## src/rtl/frog_game_pkg.sv

```systemverilog
// Shared definitions for the frog game controller.
//   state_t : game state encoding, also driven out on o_state
//   *_W     : widths of the lives / score / level / coordinate / frame counter fields
package frog_game_pkg;

  localparam int LIVES_W = 2;
  localparam int SCORE_W = 8;
  localparam int LEVEL_W = 3;
  localparam int COORD_W = 12;
  localparam int CNT_W   = 8;

  typedef enum logic [2:0] {
    ST_IDLE = 3'd0,
    ST_PLAY = 3'd1,
    ST_HIT  = 3'd2,
    ST_WIN  = 3'd3,
    ST_OVER = 3'd4
  } state_t;

endpackage

```

## src/rtl/frog_game_ctrl_btn_sync_edge.sv

```systemverilog
// btn_sync_edge: brings an asynchronous active-high button into the clock
// domain through two flops and emits a registered one-cycle pulse on its
// rising edge. Also used for the frog direction buttons.
//   i_clk   : clock
//   i_rst_n : asynchronous active-low reset
//   i_btn   : raw button level
//   o_pulse : one-cycle pulse, 3 clock edges after the button rises
module btn_sync_edge (
  input  logic i_clk,
  input  logic i_rst_n,
  input  logic i_btn,
  output logic o_pulse
);

  logic sync_p0;
  logic sync_p1;
  logic prev_p2;

  always_ff @(posedge i_clk or negedge i_rst_n) begin
    if (!i_rst_n) begin
      sync_p0 <= 1'b0;
      sync_p1 <= 1'b0;
      prev_p2 <= 1'b0;
      o_pulse <= 1'b0;
    end else begin
      // stage 0/1: metastability filter
      sync_p0 <= i_btn;
      sync_p1 <= sync_p0;
      // stage 2: edge detect against the previous synchronised level
      prev_p2 <= sync_p1;
      o_pulse <= sync_p1 & ~prev_p2;
    end
  end

endmodule

```

## src/rtl/frog_game_ctrl.sv

```systemverilog
// frog_game_ctrl: frame-level game sequencer for the frog/obstacle display.
// Accumulates frog/obstacle overlap over a frame, runs the
// IDLE/PLAY/HIT/WIN/OVER state machine and keeps lives, score and level.
//   i_clk, i_rst_n : clock, asynchronous active-low reset
//   i_pix_stb      : pixel strobe (qualifies i_hit)
//   i_animate      : one-cycle end-of-frame pulse; all frame-level transitions happen here
//   i_hit          : frog and an obstacle overlap on the current pixel
//   i_frog_y1      : frog top edge
//   i_start_btn    : raw start button
//   o_respawn      : one-cycle frog respawn pulse
//   o_freeze       : hold frog and obstacles
//   o_flash        : blink flag while in HIT
//   o_lives, o_score, o_level, o_state : game status
// Build option: define FROG_BONUS_LIFE_EN to award a life (saturating at 3)
// on every 8th goal.
module frog_game_ctrl
  import frog_game_pkg::*;
#(
  parameter int LIVES      = 3,
  parameter int GOAL_Y     = 40,
  parameter int HIT_FRAMES = 60,
  parameter int WIN_FRAMES = 30,
  parameter int MAX_LEVEL  = 7
) (
  input  logic               i_clk,
  input  logic               i_rst_n,
  input  logic               i_pix_stb,
  input  logic               i_animate,
  input  logic               i_hit,
  input  logic [COORD_W-1:0] i_frog_y1,
  input  logic               i_start_btn,
  output logic               o_respawn,
  output logic               o_freeze,
  output logic               o_flash,
  output logic [LIVES_W-1:0] o_lives,
  output logic [SCORE_W-1:0] o_score,
  output logic [LEVEL_W-1:0] o_level,
  output logic [2:0]         o_state
);

  localparam logic [CNT_W-1:0]   HIT_LAST  = CNT_W'(HIT_FRAMES - 1);
  localparam logic [CNT_W-1:0]   WIN_LAST  = CNT_W'(WIN_FRAMES - 1);
  localparam logic [LEVEL_W-1:0] LEVEL_MAX = LEVEL_W'(MAX_LEVEL);

  function automatic logic [SCORE_W-1:0] sat_inc_score(input logic [SCORE_W-1:0] v);
    return (v == '1) ? v : v + SCORE_W'(1);
  endfunction

  function automatic logic [LEVEL_W-1:0] sat_inc_level(input logic [LEVEL_W-1:0] v);
    return (v >= LEVEL_MAX) ? LEVEL_MAX : v + LEVEL_W'(1);
  endfunction

`ifdef FROG_BONUS_LIFE_EN
  function automatic logic [LIVES_W-1:0] sat_inc_lives(input logic [LIVES_W-1:0] v);
    return (v == '1) ? v : v + LIVES_W'(1);
  endfunction
`endif

  logic start_evt;

  btn_sync_edge u_start_sync (
    .i_clk   (i_clk),
    .i_rst_n (i_rst_n),
    .i_btn   (i_start_btn),
    .o_pulse (start_evt)
  );

  state_t               state_q, state_n;
  logic [LIVES_W-1:0]   lives_q, lives_n;
  logic [SCORE_W-1:0]   score_q, score_n;
  logic [LEVEL_W-1:0]   level_q, level_n;
  logic [CNT_W-1:0]     cnt_q, cnt_n;
  logic                 hit_seen_q, hit_seen_n;
  logic                 respawn_n, freeze_n, flash_n;
  logic                 hit_frame;
  logic                 goal;

  // A strobed hit on the animate cycle itself still belongs to the frame
  // that is ending, so it is folded in before the decision.
  assign hit_frame = hit_seen_q | (i_pix_stb & i_hit);
  assign goal      = (i_frog_y1 <= COORD_W'(GOAL_Y));

  always_comb begin
    state_n    = state_q;
    lives_n    = lives_q;
    score_n    = score_q;
    level_n    = level_q;
    cnt_n      = cnt_q;
    respawn_n  = 1'b0;
    hit_seen_n = i_animate ? 1'b0 : hit_frame;

    case (state_q)
      ST_IDLE, ST_OVER: begin
        if (start_evt) begin
          lives_n   = LIVES_W'(LIVES);
          score_n   = '0;
          level_n   = '0;
          cnt_n     = '0;
          respawn_n = 1'b1;
          state_n   = ST_PLAY;
        end
      end
      ST_PLAY: begin
        if (i_animate) begin
          if (hit_frame) begin
            // PLAY is only reachable with at least one life left
            lives_n = lives_q - LIVES_W'(1);
            cnt_n   = '0;
            state_n = ST_HIT;
          end else if (goal) begin
            score_n = sat_inc_score(score_q);
            level_n = sat_inc_level(level_q);
            cnt_n   = '0;
            state_n = ST_WIN;
`ifdef FROG_BONUS_LIFE_EN
            if ((score_n != score_q) && (score_n[2:0] == 3'd0))
              lives_n = sat_inc_lives(lives_q);
`endif
          end
        end
      end
      ST_HIT: begin
        if (i_animate) begin
          if (cnt_q == HIT_LAST) begin
            cnt_n = '0;
            if (lives_q == '0) begin
              state_n = ST_OVER;
            end else begin
              respawn_n = 1'b1;
              state_n   = ST_PLAY;
            end
          end else begin
            cnt_n = cnt_q + CNT_W'(1);
          end
        end
      end
      ST_WIN: begin
        if (i_animate) begin
          if (cnt_q == WIN_LAST) begin
            cnt_n     = '0;
            respawn_n = 1'b1;
            state_n   = ST_PLAY;
          end else begin
            cnt_n = cnt_q + CNT_W'(1);
          end
        end
      end
      default: state_n = ST_IDLE;
    endcase

    // Outputs are computed from the next state so the registered copies line
    // up with the state they describe.
    freeze_n = (state_n != ST_PLAY);
    flash_n  = (state_n == ST_HIT) & cnt_n[3];
  end

  always_ff @(posedge i_clk or negedge i_rst_n) begin
    if (!i_rst_n) begin
      state_q    <= ST_IDLE;
      lives_q    <= '0;
      score_q    <= '0;
      level_q    <= '0;
      cnt_q      <= '0;
      hit_seen_q <= 1'b0;
      o_respawn  <= 1'b0;
      o_freeze   <= 1'b1;
      o_flash    <= 1'b0;
    end else begin
      state_q    <= state_n;
      lives_q    <= lives_n;
      score_q    <= score_n;
      level_q    <= level_n;
      cnt_q      <= cnt_n;
      hit_seen_q <= hit_seen_n;
      o_respawn  <= respawn_n;
      o_freeze   <= freeze_n;
      o_flash    <= flash_n;
    end
  end

  assign o_lives = lives_q;
  assign o_score = score_q;
  assign o_level = level_q;
  assign o_state = state_q;

endmodule
```

## config.mk

```make
export PLATFORM = sky130hd
export DESIGN_NAME = frog_game_ctrl
export DESIGN_NICKNAME = d
export VERILOG_FILES = /design/src/rtl/frog_game_pkg.sv /design/src/rtl/frog_game_ctrl_btn_sync_edge.sv /design/src/rtl/frog_game_ctrl.sv
export SDC_FILE = /design/constraint.sdc
export NUM_CORES = 1
export LEC_CHECK = 0
export CAP_MARGIN = 20
export CORE_MARGIN = 2
export CORE_UTILIZATION = 40
export DETAILED_ROUTE_END_ITERATION = 8
export PLACE_DENSITY = 0.67
export SYNTH_ARGS = -nofsm -noshare
export SYNTH_HDL_FRONTEND = slang
export SYNTH_SLANG_ARGS = --single-unit
```

## constraint.sdc

```tcl
create_clock -name i_clk -period 2.06 [get_ports i_clk]
set_clock_uncertainty 0.05 [all_clocks]
set_input_delay 0.412 -clock i_clk [delete_from_list [all_inputs] [get_ports i_clk]]
set_output_delay 0.412 -clock i_clk [all_outputs]
set_load 0.05 [all_outputs]
```

==> flow_summary.toml, run 1 <==
[run_status]
run_status = "finished clean"

[route]
wl_per_cell_um = 14.1
detailroute.via_count = 1707
antenna_left = 0
first_iter_violations = 132
viasPerCell = 5.54
route.detailed.drc = 0
detailed_routing_iteration_count_for_the_pre_antenna_repair_pass = 4
routed_wl_mm = 4.35

[final_layout]
fillCellCount = 380
final_net_count = 279
postLayoutCellArea_um2 = 2470
num_antenna_cells = 0
fin_cells = 308
post_route_cells_drive_above_1_share_pct = 23.0
syn2layout_area_growth_pct = 37.4

[yosys]
ys_seq_elements = 32
postSynthCellCount = 190
synth_async_sr_flop_share_pct = 100
post_synth_net_total = 214
post_synth_instance_area_um2 = 1800
synth_area_per_cell_um2 = 9.48
dominantRegCellSynth = "sky130_fd_sc_hd__dfrtp_1"
synth_edf_count = 0
synth.yosys.warnings = 0
synth_cell_types = 48
seq_area_frac_synth_pct = 44.5

[timing]
setup_tns_ns = 0
final_report_setup_violation_count = 0
max_slew.worst_pin.slew_ns = 0.517
finalWorstSetupSlack_ns = 0.0703
max_freq_mhz = 503
slew_violations = 0
layout_min_cycle_time_ns = 1.99
finalCritPeriodShare_pct = 96.6
tightest_slew_margin_relative_to_the_limit_pct = 65.4
hold_viol = 0

[floorplan]
floorplan.initialDensity_pct = 41.4
chipHeight_um = 71.1
die_area_um2 = 5060
num_io_pins = 37
floorplan.rows = 24
chipWidth_um = 71.1
placeableCoreArea_um2 = 4350

[power]
vdd_drop_max_v = 0.000613
power_per_cell_area_nw_per_um2 = 928
p_clk_share_pct = 20.6
power.share.combinational_pct = 41.1
seqPwrFrac_pct = 38.3
power.share.switching_pct = 39.8
p_leak_nw = 1.11
switching_power_mw = 0.914
internal_power_mw = 1.38

[setup_path]
timing.critical_path.arrival_ns = 2.15
critical_path.endpoint_type = "register"
cp_slowest_stage_delay_ns = 0.47
critical-path-slowest-cell = "sky130_fd_sc_hd__or4_1"
crit_path_cell_trace = "or3b_4, and2_4, a41o_2, or4_1, a21oi_1"
crit_path_max_fanout = 7
path_class = "register to register"
startpoint_type = "register"
timing.critical_path.required_ns = 2.22

[place]
post-dp-hpwl_mm = 3.08
placed_instance_count = 299
postPlaceCellArea_um2 = 2370
number_of_input_and_output_port_buffers_inserted = 36
detailedPlace.worstSlack_ns = -0.225
gp_congestion = 0.853

[clock_tree]
cts.clk_slew.worst_paths_ns = 0.07
root_buffer = "sky130_fd_sc_hd__clkbuf_8"
cts-buffers-inserted = 5
tritoncts_clock_tree = "yes"
clock_tree.htree_level_count = 2
clkLatencyLatePin_ns = 0.28
ctsLongestPathBuffers = 2
cts_sinks = 32

[global_route]
grt_pass1_wl_mm = 7.28
track_usage_pct = 18.4
grt_start_max_net_pins = 33
antenna_found_initial = 0
via_count_of_the_first_global_routing_pass = 1558
overflow = 0

[min_path]
worstHoldPathType = "register to register"

[job]
max_cap_violation_count = 0
-- critical path: cells and delay by family, from the launching register on --
kind	cells	cell delay, ns
compound gates	2	0.40
flops	1	0.43
simple gates	3	1.02
-- cells in the mapped netlist, types with 2 or more instances --
| cell | n | share of area [%] |
|---|---|---|
| sky130_fd_sc_hd__dfrtp_1 | 31 | 43 |
| sky130_fd_sc_hd__buf_6 | 4 | 2.5 |
| sky130_fd_sc_hd__and3_1 | 6 | 2.1 |
| sky130_fd_sc_hd__a211o_1 | 2 | 0.97 |
| sky130_fd_sc_hd__nor3_1 | 2 | 0.56 |
| sky130_fd_sc_hd__or3b_1 | 2 | 0.97 |
| sky130_fd_sc_hd__nor3b_1 | 4 | 1.7 |
| sky130_fd_sc_hd__a21o_1 | 3 | 1.2 |
| sky130_fd_sc_hd__a41o_1 | 2 | 1.1 |
| sky130_fd_sc_hd__mux2i_1 | 2 | 1.1 |
| sky130_fd_sc_hd__o211ai_1 | 2 | 0.83 |
| sky130_fd_sc_hd__inv_1 | 6 | 1.2 |
| sky130_fd_sc_hd__a31oi_1 | 5 | 1.7 |
| sky130_fd_sc_hd__o21ai_1 | 2 | 0.56 |
| sky130_fd_sc_hd__nor2_1 | 12 | 2.5 |
| sky130_fd_sc_hd__or4_1 | 4 | 1.7 |
| sky130_fd_sc_hd__o31ai_1 | 5 | 2.1 |
| sky130_fd_sc_hd__ha_1 | 6 | 4.2 |
| sky130_fd_sc_hd__clkbuf_1 | 5 | 1.0 |
| sky130_fd_sc_hd__a32oi_1 | 2 | 0.97 |
| sky130_fd_sc_hd__nor2b_1 | 4 | 1.4 |
| sky130_fd_sc_hd__nand3_1 | 11 | 3.1 |
| sky130_fd_sc_hd__a21oi_1 | 11 | 3.1 |
| sky130_fd_sc_hd__o21ai_0 | 20 | 5.6 |
| sky130_fd_sc_hd__nand2_1 | 14 | 2.9 |
-- state kept, by name (all words and copies together) (netlist names) --
| signal | count |
|---|---|
| cnt_q | 8 |
| hit_seen_q | 1 |
| o_flash | 1 |
| o_freeze | 1 |
| o_level | 3 |
| o_lives | 2 |
| o_respawn | 1 |
| o_score | 8 |
| o_state | 3 |
| u_start_sync.o_pulse | 1 |
| u_start_sync.prev_p2 | 1 |
| u_start_sync.sync_p0 | 1 |
| u_start_sync.sync_p1 | 1 |
-- cell type report --
cell class	count	area [um^2]	area share [%]
sequential	32	805	32.5
clock buffer	7	76.3	3.08
tap	52	65.1	2.63
inverter	6	22.5	0.910
clock inverter	1	5.00	0.202
multi-input combinational	143	931	37.6
timing repair buffer	67	571	23.1
-- worst paths after layout --
path / slack [ns] / cells after the start / end / startpoint
worst max-delay path: 0.07 / 5 / o_score[3] / o_state[1]
max in group asynchronous: 1.15 / 2 / o_freeze / i_rst_n
worst min-delay path: 0.31 / 0 / u_start_sync.sync_p1 / u_start_sync.sync_p0
worst min register to register: 0.31 / 0 / u_start_sync.sync_p1 / u_start_sync.sync_p0
worst max register to register: 0.07 / 5 / o_score[3] / o_state[1]
min in group asynchronous: 0.48 / 2 / o_score[0] / i_rst_n
-- kinds of logic after synthesis --
logic type	Yosys count	share of synthesized area (%)
xor gates and xnor gates	1	0.486
DFF	32	44.5
muxes	2	1.11
AOI/OAI and AO/OA	64	22.7
and+or+nand+nor	70	22.2
buffers and inverters	15	4.79
adders and majority gates	6	4.17
-- routing by layer --
metal,routed length (um),vias to the layer above,track usage [%],part of all wire (%)
li1,-,849,-,-
met1,2150,792,27.4,49
met2,1870,59,25.4,43
met3,249,7,3.99,5.7
met4,81,0,8.39,1.9
met5,0,-,0,0
-- layout by cell type, fill, tap and decap left out, types with 2 or more instances in the layout --
cell type | synthesis | final
sky130_fd_sc_hd__clkdlybuf4s50_1 | 0 | 27
sky130_fd_sc_hd__o21ai_0 | 20 | 18
sky130_fd_sc_hd__a21o_1 | 3 | 3
sky130_fd_sc_hd__dfrtp_1 | 31 | 29
sky130_fd_sc_hd__o31ai_1 | 5 | 5
sky130_fd_sc_hd__a211o_1 | 2 | 2
sky130_fd_sc_hd__inv_1 | 6 | 6
sky130_fd_sc_hd__nand2_1 | 14 | 14
sky130_fd_sc_hd__a31oi_1 | 5 | 5
sky130_fd_sc_hd__a32oi_1 | 2 | 2
sky130_fd_sc_hd__mux2i_1 | 2 | 2
sky130_fd_sc_hd__nor3b_1 | 4 | 4
sky130_fd_sc_hd__dfrtp_2 | 0 | 2
sky130_fd_sc_hd__clkbuf_1 | 5 | 2
sky130_fd_sc_hd__or4_1 | 4 | 4
sky130_fd_sc_hd__a21oi_1 | 11 | 11
sky130_fd_sc_hd__nor2b_1 | 4 | 4
sky130_fd_sc_hd__o211ai_1 | 2 | 2
sky130_fd_sc_hd__nand3_1 | 11 | 11
sky130_fd_sc_hd__ha_1 | 6 | 6
sky130_fd_sc_hd__clkbuf_8 | 0 | 5
sky130_fd_sc_hd__o21ai_1 | 2 | 4
sky130_fd_sc_hd__nor3_1 | 2 | 2
sky130_fd_sc_hd__buf_4 | 0 | 40
sky130_fd_sc_hd__and3_1 | 6 | 6
sky130_fd_sc_hd__nor2_1 | 12 | 12
-- power groups by stage --
stage	registers, mW	clock network (mW)	logic (mW)
2_1_floorplan	1.13	0	0.329
3_3_place_gp	0.886	0	0.919
3_5_place_dp	0.887	0	0.931
4_1_cts	0.877	0.480	0.936
5_1_grt	0.900	0.511	1.02
6_report	0.880	0.473	0.944
-- stage by stage --
step	hold slack (ns)	total power, mW	util [%]
2_1_floorplan	0.0664	1.46	-
3_3_place_gp	0.286	1.81	54.4
3_5_place_dp	0.296	1.82	54.4
4_1_cts	0.312	2.29	56.3
5_1_grt	0.317	2.43	56.8
6_report	0.306	2.30	56.8
-- timing repair --
| action | CTS | global route |
|---|---|---|
| setup buffers | 0 | 1 |
| setup endpoints to repair | 0 | 5 |
| resized for setup | 0 | 5 |
| hold buffers | 0 | 0 |
No activity file was read; power rests on OpenSTA's default activity.
==> run 2, diff against run 1 <==
Settings changed: GPL_ROUTABILITY_DRIVEN set to 0.
==> results of run 2 <==
The final DEF is identical to that of run 1; final timing and power are the same.
